===== config.mk =====
export PLATFORM = sky130hd
export DESIGN_NAME = mc_resid_injector
export DESIGN_NICKNAME = d
export VERILOG_FILES = /design/src/rtl/mc_resid_injector.sv
export SDC_FILE = /design/constraint.sdc
export NUM_CORES = 1
export LEC_CHECK = 0
export ABC_AREA = 1
export CORE_MARGIN = 2
export CORE_UTILIZATION = 45
export CTS_CLUSTER_DIAMETER = 40
export CTS_CLUSTER_SIZE = 16
export DETAILED_ROUTE_END_ITERATION = 6
export HOLD_SLACK_MARGIN = 0.15
export MAX_ROUTING_LAYER = met4
export PLACE_DENSITY = 0.67
export SETUP_SLACK_MARGIN = 0.5
export SLEW_MARGIN = 20
export SYNTH_ARGS = -nofsm -noshare
export SYNTH_HDL_FRONTEND = slang
export SYNTH_SLANG_ARGS = --single-unit

===== constraint.sdc =====
create_clock -name clk -period 5.65 [get_ports clk]
set_input_delay 0.8475 -clock clk [delete_from_list [all_inputs] [get_ports clk]]
set_output_delay 0.8475 -clock clk [all_outputs]
set_load 0.01 [all_outputs]

===== src/rtl/mc_resid_injector.sv =====
// Residual-multicast re-injection queue: holds partly served flits and re-offers the head until all ports are served.
// Optional build macro MC_AGE_PRIORITY_EN adds per-entry age counters and the inj_urgent flag; NUM_PORT (default 5) sets the port-vector width.
`ifndef NUM_PORT
`define NUM_PORT 5
`endif

module mc_resid_injector #(
    parameter int DEPTH      = 4,
    parameter int FLIT_WIDTH = 64,
    parameter int AGE_MAX    = 8,
    localparam int NPV       = `NUM_PORT - 1,
    localparam int CW        = $clog2(DEPTH + 1)
) (
    input  logic                  clk,
    input  logic                  reset,
    input  logic                  resid_valid,
    output logic                  resid_ready,
    input  logic [NPV-1:0]        resid_ppv,
    input  logic [FLIT_WIDTH-1:0] resid_flit,
    output logic                  inj_valid,
    output logic [NPV-1:0]        inj_ppv,
    output logic [FLIT_WIDTH-1:0] inj_flit,
    output logic                  inj_urgent,
    input  logic                  inj_grant,
    input  logic [NPV-1:0]        inj_alloc,
    output logic [CW-1:0]         count,
    output logic                  full,
    output logic                  empty
);
    localparam int PW = $clog2(DEPTH);

    if (DEPTH < 2 || DEPTH > 16 || (DEPTH & (DEPTH - 1)) != 0) begin : gBadDepth
        $error("mc_resid_injector: DEPTH must be a power of two in 2..16");
    end
    if (AGE_MAX < 1 || AGE_MAX > 15) begin : gBadAge
        $error("mc_resid_injector: AGE_MAX must be in 1..15");
    end

    typedef enum logic {EMPTY, OFFER} headState_t;
    headState_t state;

    logic [PW-1:0]         wrPtr, rdPtr;
    logic [NPV-1:0]        ppvMem  [DEPTH];
    logic [FLIT_WIDTH-1:0] flitMem [DEPTH];
    logic [NPV-1:0]        headPpv, newPpv;
    logic                  pushFire, headUpd, popFire;
    logic [CW-1:0]         countNext;

    assign headPpv  = ppvMem[rdPtr];
    // Alloc bits outside the head vector fall away naturally in the mask.
    assign newPpv   = headPpv & ~inj_alloc;
    assign pushFire = resid_valid && resid_ready && (|resid_ppv);
    assign headUpd  = inj_valid && inj_grant;
    assign popFire  = headUpd && (newPpv == '0);

    always_comb begin
        countNext = count;
        if (pushFire && !popFire) begin
            countNext = count + CW'(1);
        end else if (!pushFire && popFire) begin
            countNext = count - CW'(1);
        end
    end

    always_ff @(posedge clk or posedge reset) begin
        if (reset) begin
            wrPtr       <= '0;
            rdPtr       <= '0;
            count       <= '0;
            full        <= 1'b0;
            empty       <= 1'b1;
            resid_ready <= 1'b1;
            state       <= EMPTY;
        end else begin
            if (pushFire) begin
                wrPtr <= wrPtr + PW'(1);
            end
            if (popFire) begin
                rdPtr <= rdPtr + PW'(1);
            end
            count       <= countNext;
            full        <= (countNext == CW'(DEPTH));
            empty       <= (countNext == '0);
            resid_ready <= (countNext != CW'(DEPTH));
            case (state)
                EMPTY: if (pushFire) state <= OFFER;
                OFFER: if (popFire && !pushFire && count == CW'(1)) state <= EMPTY;
                default: state <= EMPTY;
            endcase
        end
    end

    // Push and head update never share an address: push needs !full, update needs !empty.
    always_ff @(posedge clk) begin
        if (pushFire) begin
            ppvMem[wrPtr]  <= resid_ppv;
            flitMem[wrPtr] <= resid_flit;
        end
        if (headUpd && !popFire) begin
            ppvMem[rdPtr] <= newPpv;
        end
    end

    assign inj_valid = (state == OFFER);
    assign inj_ppv   = inj_valid ? headPpv : '0;
    assign inj_flit  = inj_valid ? flitMem[rdPtr] : '0;

`ifdef MC_AGE_PRIORITY_EN
    logic [3:0] ageVec [DEPTH];

    for (genvar gi = 0; gi < DEPTH; gi++) begin : gAge
        logic [3:0] ageReg;
        always_ff @(posedge clk or posedge reset) begin
            if (reset) begin
                ageReg <= '0;
            end else if (pushFire && wrPtr == PW'(gi)) begin
                ageReg <= '0;
            end else if (headUpd && !popFire && rdPtr == PW'(gi) && ageReg != 4'hF) begin
                ageReg <= ageReg + 4'd1;
            end
        end
        assign ageVec[gi] = ageReg;
    end

    assign inj_urgent = inj_valid && (ageVec[rdPtr] >= 4'(AGE_MAX));
`else
    assign inj_urgent = 1'b0;
`endif

endmodule


# After elaboration in Yosys (flattened, before gate mapping)
# Memories as Yosys holds them, arrays and structs flattened.
# Cells that the tools add are included.
dict set report op_classes {
  n_reduce_logical 13
  eq_ne 3
  muxes 10
  n_bitwise 3
  addsub 4
}
# cell n
set ops {}
lappend ops {{64-bit 2-to-1 mux} 1}
lappend ops {{1-bit logical AND} 8}
lappend ops {{3-bit 2-to-1 mux} 2}
lappend ops {{1-bit 2-to-1 mux} 5}
lappend ops {{2-bit by 1-bit adder with 2-bit output (second input constant)} 2}
lappend ops {{4-bit AND} 1}
lappend ops {{4-bit zero test} 1}
lappend ops {{4-bit 2-to-1 mux} 1}
lappend ops {{4-bit inverter} 1}
lappend ops {{4-bit OR reduction} 1}
lappend ops {{3-bit by 1-bit adder with 3-bit output (second input constant)} 1}
lappend ops {{3-bit by 1-bit equality test with 1-bit output (second input constant)} 1}
lappend ops {{3-bit equality test (second input constant)} 1}
lappend ops {{3-bit zero test} 1}
lappend ops {{3-bit inequality test (second input constant)} 1}
lappend ops {{3-bit by 1-bit subtractor with 3-bit output (second input constant)} 1}
lappend ops {{1-bit zero test} 2}
lappend ops {{1-bit one-hot mux with 2 select lines} 1}
lappend ops {{1-bit inverter} 1}
dict set report totals {
  in_bits 76
  mem_bits_rw 272
  memories 2
  out_inout_bits 76
  ff_bits 11
  word_cells 42
}
# memory depth word_bits read_ports rd_ports_with_merged_regs wr line_no
set mem_list {}
lappend mem_list {flitMem 4 64 1 0 1 44} ;# logic [FLIT_WIDTH-1:0] flitMem [DEPTH];
lappend mem_list {ppvMem 4 4 1 0 2 43} ;# logic [NPV-1:0] ppvMem [DEPTH];

# Logic depth before layout (Yosys ltp)
# Gate-level depths: netlist (run 1).
dict set report depth {
  ltp_word 8
  depth_mapped 15
  ltp_nobuf 14
}

# Worst setup path after synthesis (run 1)
# OpenSTA, ideal clock, no wires.
dict set report synth_timing {
  path_type {input -> register}
  from {input resid_ppv[3]}
  to {memory flitMem[0][0], enable pin}
  setup_ns 0.487
  cell_stages 5
  t_arrival_ns 3.978
  slack_ns 1.185
  path_buffers 1
  required_time_ns 5.163
  path_cell_list {nor2_1 -> nand2_1 -> nand3_1 -> clkbuf_1 -> nor2_1}
}
dict set report synth_via {
  elab_chain_cells 4
}
# item line_no
set synth_lines {}
lappend synth_lines {{start: declaration} 18} ;# input logic [NPV-1:0] resid_ppv,
lappend synth_lines {{4-bit OR reduction} 52} ;# assign pushFire = resid_valid && resid_ready && (|resid_ppv);
lappend synth_lines {{1-bit logical AND} 52}
lappend synth_lines {{1-bit 2-to-1 mux} 95} ;# if (pushFire) begin
lappend synth_lines {{1-bit 2-to-1 mux (implied by the code)} 97} ;# flitMem[wrPtr] <= resid_flit;
lappend synth_lines {{end: declaration} 44}
# No other way between the ends.

# Worst setup path in the final report (run 1)
dict set report layout_timing {
  from {register rdPtr[0]}
  to {output inj_flit[61]}
}
dict set report layout_via {
  elab_chain_cells 2
}
# item line_no
set layout_lines {}
lappend layout_lines {{start: declaration} 42} ;# logic [PW-1:0] wrPtr, rdPtr;
lappend layout_lines {{start signal: assignment} 79} ;# rdPtr <= rdPtr + PW'(1);
lappend layout_lines {{memory 4 x 64 bit} --}
lappend layout_lines {{64-bit 2-to-1 mux} 106} ;# assign inj_flit = inj_valid ? flitMem[rdPtr] : '0;
lappend layout_lines {{end: declaration} 22} ;# output logic [FLIT_WIDTH-1:0] inj_flit,
# No other way between the ends.

==> impl_results.md, run 1 <==
- Status: completed
- Hold_buf cts: 0
- Setup_tns: 0 ns
- Die area: ~0.027 mm^2
- Largest net degree at the start of global routing: 140
- Worst VDD drop: approximately 0.34 mV
- Number of global-route vias before repair: 7452
- RSZ-0062 raised after global routing: no
- Avg WL per Cell: 17.88 um
- Port Buffers: 150
- Initial Util: between 40 and 50%
- Die W: about 160 um
- Total track usage: between 10% and 20%
- Post-synthesis sequential area ratio: 73.82%
- Final Max Slew Viols: 0
- Final Hold Fails: 0
- Standard-cell rows: 58
- CP Capture Type: output pin
- Total grt overflow: 0
- Design area: 0.01427 mm^2
- # fillers: 2029
- Yosys top cell area share: 71.39%
- Clk_skew: ~0.0065 ns
- Post-synthesis instance area: 0.01144 mm^2
- Worst-Skew Late Latency: between 0.5 and 0.6 ns
- Top post-synthesis cells by count: edfxtp_1 (272), nor2_1 (272), o21ai_0 (149)
- Ports: 152
- Clk pin slew, worst setup/hold paths: about 0.06 ns
- Layout cell share with drive strength beyond 1: under 10%
- Post-synth cell types: 29
- Peak Freq: 229.3 MHz
- Clock period minus final worst setup slack: 4.362 ns
- Die Ht: 163.5 um
- Post-CTS Setup Bufs: 0
- First-pass iteration count of the detailed router: 5
- Resized cells post-CTS: 0
- CTS Buf Count: 30
- Htree depth: 1
- Final GP Congestion: ~0.81
- R2R setup slack: around 2.3 ns
- Clock sink count: approximately 280
- WP data required: roughly 4.8 ns
- Layout Cells excl Fill: 1435
- Multi-input logic area: 0.002730 mm^2
- Crit path kind: reg -> out
- Top_reg_cell synth: edfxtp_1
- Initial DRC Count: about 800
- Slew HR: 35.75%
- Initial antenna violation count: 0
- Placement Setup Slack: around 1.7 ns
- Sequential cell area: 0.008451 mm^2
- Core Box Area: roughly 0.025 mm^2
- DP Cell Count: 1380
- Clock Path Buffers: 3
- Nets: 1169
- Layout area overhead: 24.70%
- Largest cells by area after synthesis: edfxtp_1 (71%), nor2_1 (8.9%), o21ai_0 (6.5%)
- Asr flop ratio synth: a little under 4%
- CTS tree: done
- Power density over cell area: around 560 mW/mm^2
- Maxcap violations: 0
- Fin util: a little under three fifths
- Worst Tran Pin Value: 0.9615 ns
- Setup WS post-layout: between 1 and 1.5 ns
- Mean Syn Cell Area: 12.16 um^2
- Final-report setup violation count: 0
- Syn Inst Count: 941
- Flop and latch count out of synthesis: 283
- Ys Warns: 0
- DP Wirelength: around 15000 um
- Root Buffer: clkbuf_16
- P_leak: between 4 and 5 nW
- Area leader, netlist: edfxtp_1
- CP Launch Type: flop
- Number of flops mapped to enable cells by yosys: about 270
- DP Area: 0.01326 mm^2
- Via Count: 7470
- Fin crit share: between 70% and 80%
- Residual DRC: 0
- Syn Nets: 1028
- Worst hold margin: roughly 0.60 ns
- Total power draw: 8.052 mW
- CP Data Arrival Time: approximately 3.5 ns
- Post-route antenna net violation count: 0
- # diodes: 0
- CP Max Fanout: 72
- Tightest Hold Check Type: reg -> reg
- Final wirelength: 25650 um
- Via density: 5.206
- First-pass GRT wire length: 39830 um
[worst max-delay path, stage by stage (launching register included)]
cell	delay, ns
dfrtp_4	0.91
buf_4	0.74
nor2_1	0.12
nor2_1	0.14
o21ai_0	0.13
a21oi_1	0.30
clkdlybuf4s50_1	0.59
[report_power, final]
part / leakage [nW] / switching (mW) / total, mW / internal, mW
clock: 0.482 / 0.844 / 1.96 / 1.12
combinational: 1.85 / 1.81 / 3.09 / 1.28
sequential: 2.62 / 0.183 / 3.00 / 2.82
total: 4.95 / 2.84 / 8.05 / 5.21
[layer usage]
layer / GRT usage [%] / share of wire [%] / vias to the layer above
li1: - / - / 3596
met1: 27.16 / 44 / 3568
met2: 30.74 / 47 / 263
met3: 2.844 / 7.0 / 43
met4: 5.941 / 2.4 / 0
met5: - / 0 / -
[cell families after synthesis]
logic type,synth area share [%]
flops,73.82
buf+inv,2.581
simple gates,12.55
fa+ha+maj,1.203
compound gates,9.504
xor+xnor,0.3063
other cells,0.03278
[path summary, 6_finish.rpt]
kind,from,endpoint,cells past startpoint
hold / removal,inj_valid$_DFF_PP0_,inj_valid$_DFF_PP0_,2
setup / recovery,rdPtr[0]$_DFFE_PP0P_,inj_flit[61],6
min in group asynchronous,reset,full$_DFF_PP0_,2
hold reg to reg,inj_valid$_DFF_PP0_,inj_valid$_DFF_PP0_,2
max in group asynchronous,reset,rdPtr[0]$_DFFE_PP0P_,2
setup reg to reg,rdPtr[0]$_DFFE_PP0P_,ppvMem[0][1]$_DFFE_PP_,9
[flip-flops by register name (all words and copies together) (netlist names)]
| register | count |
|---|---|
| count | 3 |
| empty | 1 |
| flitMem | 256 |
| full | 1 |
| inj_valid | 1 |
| ppvMem | 16 |
| rdPtr | 2 |
| resid_ready | 1 |
| wrPtr | 2 |
[layout by cell type (no fill, tap or decap), types with 2 or more instances in the layout]
| cell | synthesis | final |
|---|---|---|
| edfxtp_1 | 272 | 272 |
| nor2_1 | 272 | 268 |
| clkdlybuf4s50_1 | 0 | 150 |
| o21ai_0 | 149 | 149 |
| a21oi_1 | 66 | 66 |
| nand2_1 | 54 | 54 |
| clkbuf_16 | 0 | 31 |
| inv_1 | 15 | 15 |
| buf_4 | 1 | 12 |
| inv_6 | 0 | 11 |
| nand3_1 | 11 | 11 |
| ha_1 | 11 | 11 |
| dfrtp_1 | 9 | 7 |
| nand2_2 | 6 | 6 |
| nor2_4 | 1 | 5 |
| clkinvlp_4 | 0 | 5 |
| inv_2 | 4 | 3 |
| nand3b_2 | 3 | 3 |
| xor2_1 | 3 | 3 |
| clkinv_4 | 0 | 3 |
| clkinv_2 | 0 | 3 |
| nand3_2 | 2 | 2 |
| bufinv_16 | 0 | 2 |
| dfstp_2 | 2 | 2 |
[final cells by class]
class / count / share of cell area (%)
clock inverter: 24 / 1.614
tap: 330 / 2.894
sequential: 283 / 59.23
inverter: 19 / 0.5349
timing repair buffer: 162 / 11.16
clock buffer: 31 / 5.437
multi-input combinational: 586 / 19.14
Power figures use the tool's default switching activity.
==> inputs of run 2 (changes only) <==
==> constraint.sdc (replaced) <==
create_clock -name clk -period 4.5 [get_ports clk]
set_input_delay 0.675 -clock clk [delete_from_list [all_inputs] [get_ports clk]]
set_output_delay 0.675 -clock clk [all_outputs]
set_load 0.01 [all_outputs]
==> run 2 against run 1 <==
  * First-iteration DRC count is 36% lower
  * Critical path type unchanged
  * Critical endpoint is now inj_flit[54]
  * Clock skew increased by 0.011 ns
  * Utilization up 1.2 points
  * Register-to-register slack lost 0.64 ns
  * Die area stayed put
==> impl_results.md, run 2 (synthesis gave the netlist of run 1 again) <==
- Maxcap violations: 0 (unchanged)
- CP Capture Type: output pin
- Buf/Inv on CP: 3 (+1)
- Tightest Hold Check Type: in -> async
- Residual DRC: 0 (unchanged)
- Hold_buf cts: 0 (unchanged)
- Resized cells post-CTS: 0 (unchanged)
- Biggest register: flitMem
- Crit path kind: reg -> out
- Initial Util: 45.70% (unchanged)
- Number of global-route vias before repair: 7510 (+0.78%)
- Ports: 152 (unchanged)
- Nets: 1181 (+1.0%)
- Top delay family on crit path: buffers and inverters
- Clock sink count: 283 (unchanged)
- Fin util: 58.19% (+1.2 points)
- WP data required: 3.83 ns (-0.97 ns)
- Largest net degree at the start of global routing: 139 (-0.71%)
- Clock period minus final worst setup slack: 3.525 ns
- Status: completed
- Post-route antenna net violation count: 0 (unchanged)
- Max reg flops: 256 (unchanged)
- Standard-cell rows: 58 (unchanged)
- Max stage delay on crit path: 0.58 ns (-0.33 ns)
- Total track usage: 19.72% (about the same)
- Via Count: 7467 (-0.040%)
- Die W: 163.5 um (unchanged)
- Largest regs: flitMem x256, ppvMem x16, count x3
- Slowest stage cell, crit path: clkdlybuf4s50_1
- Clock Path Buffers: 3 (unchanged)
- Crit-path cells: inv_4 > buf_4 > o21ai_0 > a21oi_1 > clkdlybuf4s50_1
- Most frequent cells in the layout: edfxtp_1 (272), nor2_1 (268), clkdlybuf4s50_1 (150), o21ai_0 (149), a21oi_1 (66)
- Worst Tran Pin Value: 0.9258 ns (-0.03564 ns)
- Worst VDD drop: 0.4315 mV (+28%)
- Clk_skew: 0.01743 ns (+0.01096 ns)
- Via density: 5.135 (-1.3%)
- Post-CTS Setup Bufs: 0 (unchanged)
- Final wirelength: 25070 um (-2.3%)
- Avg WL per Cell: 17.24 um (-3.5%)
- Core Box Area: 0.02504 mm^2 (unchanged)
- CP Launch Type: flop
- Setup_tns: 0 ns (unchanged)
- Root Buffer: clkbuf_16
- DP Wirelength: 14030 um (-5.9%)
- Worst hold margin: 0.4734 ns (-0.1277 ns)
- P_leak: 5.105 nW (+3.1%)
- Power density over cell area: 726.5 mW/mm^2 (+29%)
- Slew HR: 38.28% (+2.5 points)
- Fin crit share: a little under 80%
- First-pass iteration count of the detailed router: 4 (-1)
- Final GP Congestion: 0.8012 (-0.78%)
- Final Hold Fails: 0 (unchanged)
- First-pass GRT wire length: 39820 um (about the same)
- CP Max Fanout: 64 (-11%)
- Layout area overhead: 27.33%
- CTS Buf Count: 38 (+27%)
- Most common cell after layout, fill and taps aside: edfxtp_1
- CP Data Arrival Time: 2.85 ns (-0.66 ns)
- Initial antenna violation count: 1 (+1)
- Layout cell share with drive strength beyond 1: 9.083% (+0.67 points)
- RSZ-0062 raised after global routing: no
- Initial DRC Count: 515 (-36%)
- Total grt overflow: 0 (unchanged)
- Die area: 0.02672 mm^2 (unchanged)
- Peak Freq: about 280 MHz
- Final-report setup violation count: 0 (unchanged)
- CTS tree: done
- Die Ht: 163.5 um (unchanged)
- Htree depth: 2 (+1)
- Clk pin slew, worst setup/hold paths: 0.05 ns (about the same)
- Worst-Skew Late Latency: 0.52 ns (-0.02 ns)
- Port Buffers: 150 (unchanged)
- Final Max Slew Viols: 0 (unchanged)
==> run 2: cell types whose count changed in the layout (fill, tap and decap cells not counted), moves of 2 or more <==
cell / change
clkbuf_1: +3
clkinv_4: +2
clkinv_1: +6
inv_6: -5
clkinvlp_4: -4
buf_12: +3
clkbuf_16: +8
==> run 2: power by group <==
part / leakage, nW / switching [mW] / internal, mW
sequential: 2.62 / 0.137 / 3.54
clock: 0.607 / 1.11 / 1.78
combinational: 1.88 / 2.37 / 1.65
total: 5.11 / 3.62 / 6.97
==> run 2: cell type report <==
type / instances / area, um^2
multi-input combinational: 586 / 2730
inverter: 19 / 73.82
antenna: 1 / 2.502
sequential: 283 / 8451
clock inverter: 27 / 251.5
tap: 330 / 412.9
timing repair buffer: 166 / 1659
clock buffer: 42 / 987.2
fill: 2024 / 10470
==> run 2: path summary, 6_finish.rpt <==
| path | from | end | slack, ns | cells after the start |
|---|---|---|---|---|
| max | rdPtr[0]$_DFFE_PP0P_ | inj_flit[54] | 0.98 | 5 |
| min | reset | full$_DFF_PP0_ | 0.47 | 2 |
| max reg2reg | rdPtr[1]$_DFFE_PP0P_ | ppvMem[2][3]$_DFFE_PP_ | 1.70 | 8 |
| min reg2reg | wrPtr[1]$_DFFE_PP0P_ | wrPtr[1]$_DFFE_PP0P_ | 0.63 | 2 |
| max in group asynchronous | reset | rdPtr[0]$_DFFE_PP0P_ | 3.68 | 2 |
| min in group clk | wrPtr[1]$_DFFE_PP0P_ | wrPtr[1]$_DFFE_PP0P_ | 0.63 | 2 |
==> run 2: routing by layer <==
| layer | routed length, um | track usage (%) | part of all wire, % |
|---|---|---|---|
| met5 | 0 | - | 0 |
| met2 | 12100 | 31.40 | 48 |
| met1 | 11030 | 26.19 | 44 |
| met4 | 608 | 6.539 | 2.4 |
| met3 | 1328 | 3.047 | 5.3 |
==> run 2: through the flow <==
step	area, um^2	power, mW	instances	setup slack [ns]
2_1_floorplan	11440	5.967	941	0.2077
3_3_place_gp	13330	7.728	1384	1.419
3_5_place_dp	13330	7.782	1384	1.369
4_1_cts	14570	10.70	1453	0.9420
5_1_grt	14570	11.26	1454	0.7710
6_report	14570	10.58	1454	0.9752
==> inputs of run 3 (changes only) <==
==> constraint.sdc (replaced) <==
create_clock -name clk -period 3.45 [get_ports clk]
set_input_delay 0.5175 -clock clk [delete_from_list [all_inputs] [get_ports clk]]
set_output_delay 0.5175 -clock clk [all_outputs]
set_load 0.01 [all_outputs]
==> run 3 against run 2 <==
  * Register-to-register slack got worse by 0.78 ns
  * Via count grew 2.5%
  * Sequential power is 31% higher
  * Total power up 31%
  * Critical path depth stayed put
  * Combinational power is 43% higher
  * First-iteration DRC count rose by 33%
  * Hold slack worse by 0.15 ns
  * Critical endpoint is now inj_flit[62]
  * Largest power group unchanged
==> impl_results.md, run 3 (synthesis gave the netlist of run 1 again) <==
- Clk pin slew, worst setup/hold paths: 0.06 ns (about the same)
- CP Max Fanout: 70 (+9.4%)
- Biggest register: flitMem
- Largest regs: flitMem x256, ppvMem x16, count x3
- Worst-Skew Late Latency: 0.51 ns (about the same)
- Power density over cell area: 941.1 mW/mm^2 (+30%)
- P_leak: 5.270 nW (+3.2%)
- Total track usage: 20.32% (+0.60 points)
- Clock Path Buffers: 3 (unchanged)
- DP Cell Count: 1388 (+0.29%)
- Die Ht: 163.5 um (unchanged)
- Sequential fraction of design power: 34.6% (-0.2 points)
- Slew HR: 51.57% (+13 points)
- Number of global-route vias before repair: 7552 (+0.56%)
- CP Launch Type: flop
- Initial Util: 45.70% (unchanged)
- Root Buffer: clkbuf_16
- # fillers: 1990 (-1.7%)
- Final Max Slew Viols: 0 (unchanged)
- Clk_skew: 0.02231 ns (+0.004874 ns)
- Core Box Area: 0.02504 mm^2 (unchanged)
- CTS tree: done
- Power share of the combinational group: 41.2% (+3.2 points)
- Psw: 4.824 mW (+33%)
- Most frequent cells in the layout: edfxtp_1 (272), nor2_1 (268), o21ai_0 (149), clkdlybuf4s50_1 (139), a21oi_1 (65)
- RSZ-0062 raised after global routing: yes
- Via density: 5.245 (+2.1%)
- Crit-path cells: buf_12 > nor2_1 > o21ai_0 > a21oi_1 > clkdlybuf4s50_1
- Die area: 0.02672 mm^2 (unchanged)
- Clock network power share: 24.2% (-3.1 points)
- Layout area overhead: 29.21%
- Fin crit share: 84.16%
- WP data required: 2.93 ns (-0.90 ns)
- Maxcap violations: 0 (unchanged)
- Standard-cell rows: 58 (unchanged)
- Htree depth: 2 (unchanged)
- Total power draw: 13.91 mW (+31%)
- Largest net degree at the start of global routing: 71 (-49%)
- Via Count: 7657 (+2.5%)
- Clock sink count: 283 (unchanged)
- DP Area: 0.01339 mm^2 (+0.51%)
- Port Buffers: 150 (unchanged)
- Worst VDD drop: 0.6309 mV (+46%)
- Final GP Congestion: 0.8003 (-0.11%)
- Design area: 0.01478 mm^2 (+1.5%)
- CP Capture Type: output pin
- Die W: 163.5 um (unchanged)
- Setup_tns: 0 ns (unchanged)
- First-pass GRT wire length: 40580 um (+1.9%)
- CP Data Arrival Time: 2.39 ns (-0.46 ns)
- Total grt overflow: 0 (unchanged)
- Layout Cells excl Fill: 1460 (+0.41%)
- Tightest Hold Check Type: in -> async
- Max stage delay on crit path: 0.59 ns (about the same)
- Initial antenna violation count: 2 (+1)
- Status: completed
- CTS Buf Count: 35 (-7.9%)
- DP Wirelength: 14510 um (+3.4%)
- Final Hold Fails: 0 (unchanged)
- Slowest stage cell, crit path: clkdlybuf4s50_1
- Most common cell after layout, fill and taps aside: edfxtp_1
- Max reg flops: 256 (unchanged)
- Avg WL per Cell: 18.38 um (+6.6%)
- Crit path kind: reg -> out
- Switching Fraction: 34.67% (+0.52 points)
- Ports: 152 (unchanged)
- Initial DRC Count: 683 (+33%)
- Peak Freq: 344.4 MHz
- First-pass iteration count of the detailed router: 5 (+1)
- Post-route antenna net violation count: 0 (unchanged)
- Nets: 1191 (+0.85%)
- Residual DRC: 0 (unchanged)
- Internal: 9.088 mW (+30%)
- Clock period minus final worst setup slack: 2.903 ns
- Final-report setup violation count: 0 (unchanged)
- Worst Tran Pin Value: 0.7245 ns (-0.2014 ns)
- Layout cell share with drive strength beyond 1: 9.486% (+0.40 points)
- Final wirelength: 26840 um (+7.1%)
## run 3: cell count changes in the layout (fill, tap and decap cells not counted), moves of 3 or more
cell,previous run,this run
dlymetal6s2s_1,0,11
buf_12,3,11
clkinvlp_4,1,4
clkdlybuf4s50_1,150,139
clkinv_4,5,2
## run 3: what timing repair did
action                     in CTS  in global routing
cloned                          1                  4
setup endpoints to repair      66                 64
pin swaps                       0                  2
resized for setup              11                 24
hold buffers                    0                  0
setup buffers                   0                  4
## run 3: layer usage
layer	wire length [um]	global-route usage, %
met3	1645	3.555
met4	621	5.861
met5	0	-
met1	11620	26.29
met2	12950	33.26
## run 3: final cells by class
class | count | area, um^2 | area share, %
Antenna cell | 2 | 5.005 | 0.03386
Clock buffer | 39 | 912.1 | 6.170
Clock inverter | 22 | 165.2 | 1.117
Inverter | 19 | 105.1 | 0.7110
Multi-Input combinational cell | 586 | 2734 | 18.49
Sequential cell | 283 | 8451 | 57.16
Tap cell | 330 | 412.9 | 2.793
Timing Repair Buffer | 179 | 1998 | 13.52
## run 3: power groups by stage
stage               Clock [mW]  Combinational (mW)  Sequential (mW)
floorplan                    0                2.89             4.87
global placement             0                5.33             4.86
detailed placement           0                5.38             4.87
CTS                       3.42                5.52             4.83
global route              3.59                6.29             4.87
finish                    3.37                5.74             4.81
## run 3: through the flow
| step | hold slack [ns] | util (%) | setup slack, ns |
|---|---|---|---|
| 2_1_floorplan | 0.3685 | - | 0.3518 |
| 3_3_place_gp | 0.6194 | 53.50 | 0.6259 |
| 3_5_place_dp | 0.6093 | 53.50 | 0.5531 |
| 4_1_cts | 0.3228 | 58.10 | 0.4646 |
| 5_1_grt | 0.3587 | 59.05 | 0.4334 |
| 6_report | 0.3231 | 59.05 | 0.5465 |
## run 3: worst paths after layout
| check | start | end | slack (ns) | cells past startpoint |
|---|---|---|---|---|
| max reg2reg | rdPtr[0]$_DFFE_PP0P_ | ppvMem[2][1]$_DFFE_PP_ | 0.92 | 11 |
| max | rdPtr[1]$_DFFE_PP0P_ | inj_flit[62] | 0.55 | 5 |
| max in group asynchronous | reset | rdPtr[0]$_DFFE_PP0P_ | 2.77 | 2 |
| min | reset | full$_DFF_PP0_ | 0.32 | 2 |
| min reg2reg | wrPtr[1]$_DFFE_PP0P_ | wrPtr[1]$_DFFE_PP0P_ | 0.65 | 2 |
| min in group clk | resid_flit[2] | flitMem[3][2]$_DFFE_PP_ | 0.64 | 1 |
## run 3: worst max-delay path: cells and delay by family (launching register included)
family                 cells  cell delay (ns)
AOI/OAI and AO/OA          2             0.36
buffers and inverters      2             0.80
DFF                        1             0.45
and+or+nand+nor            1             0.16
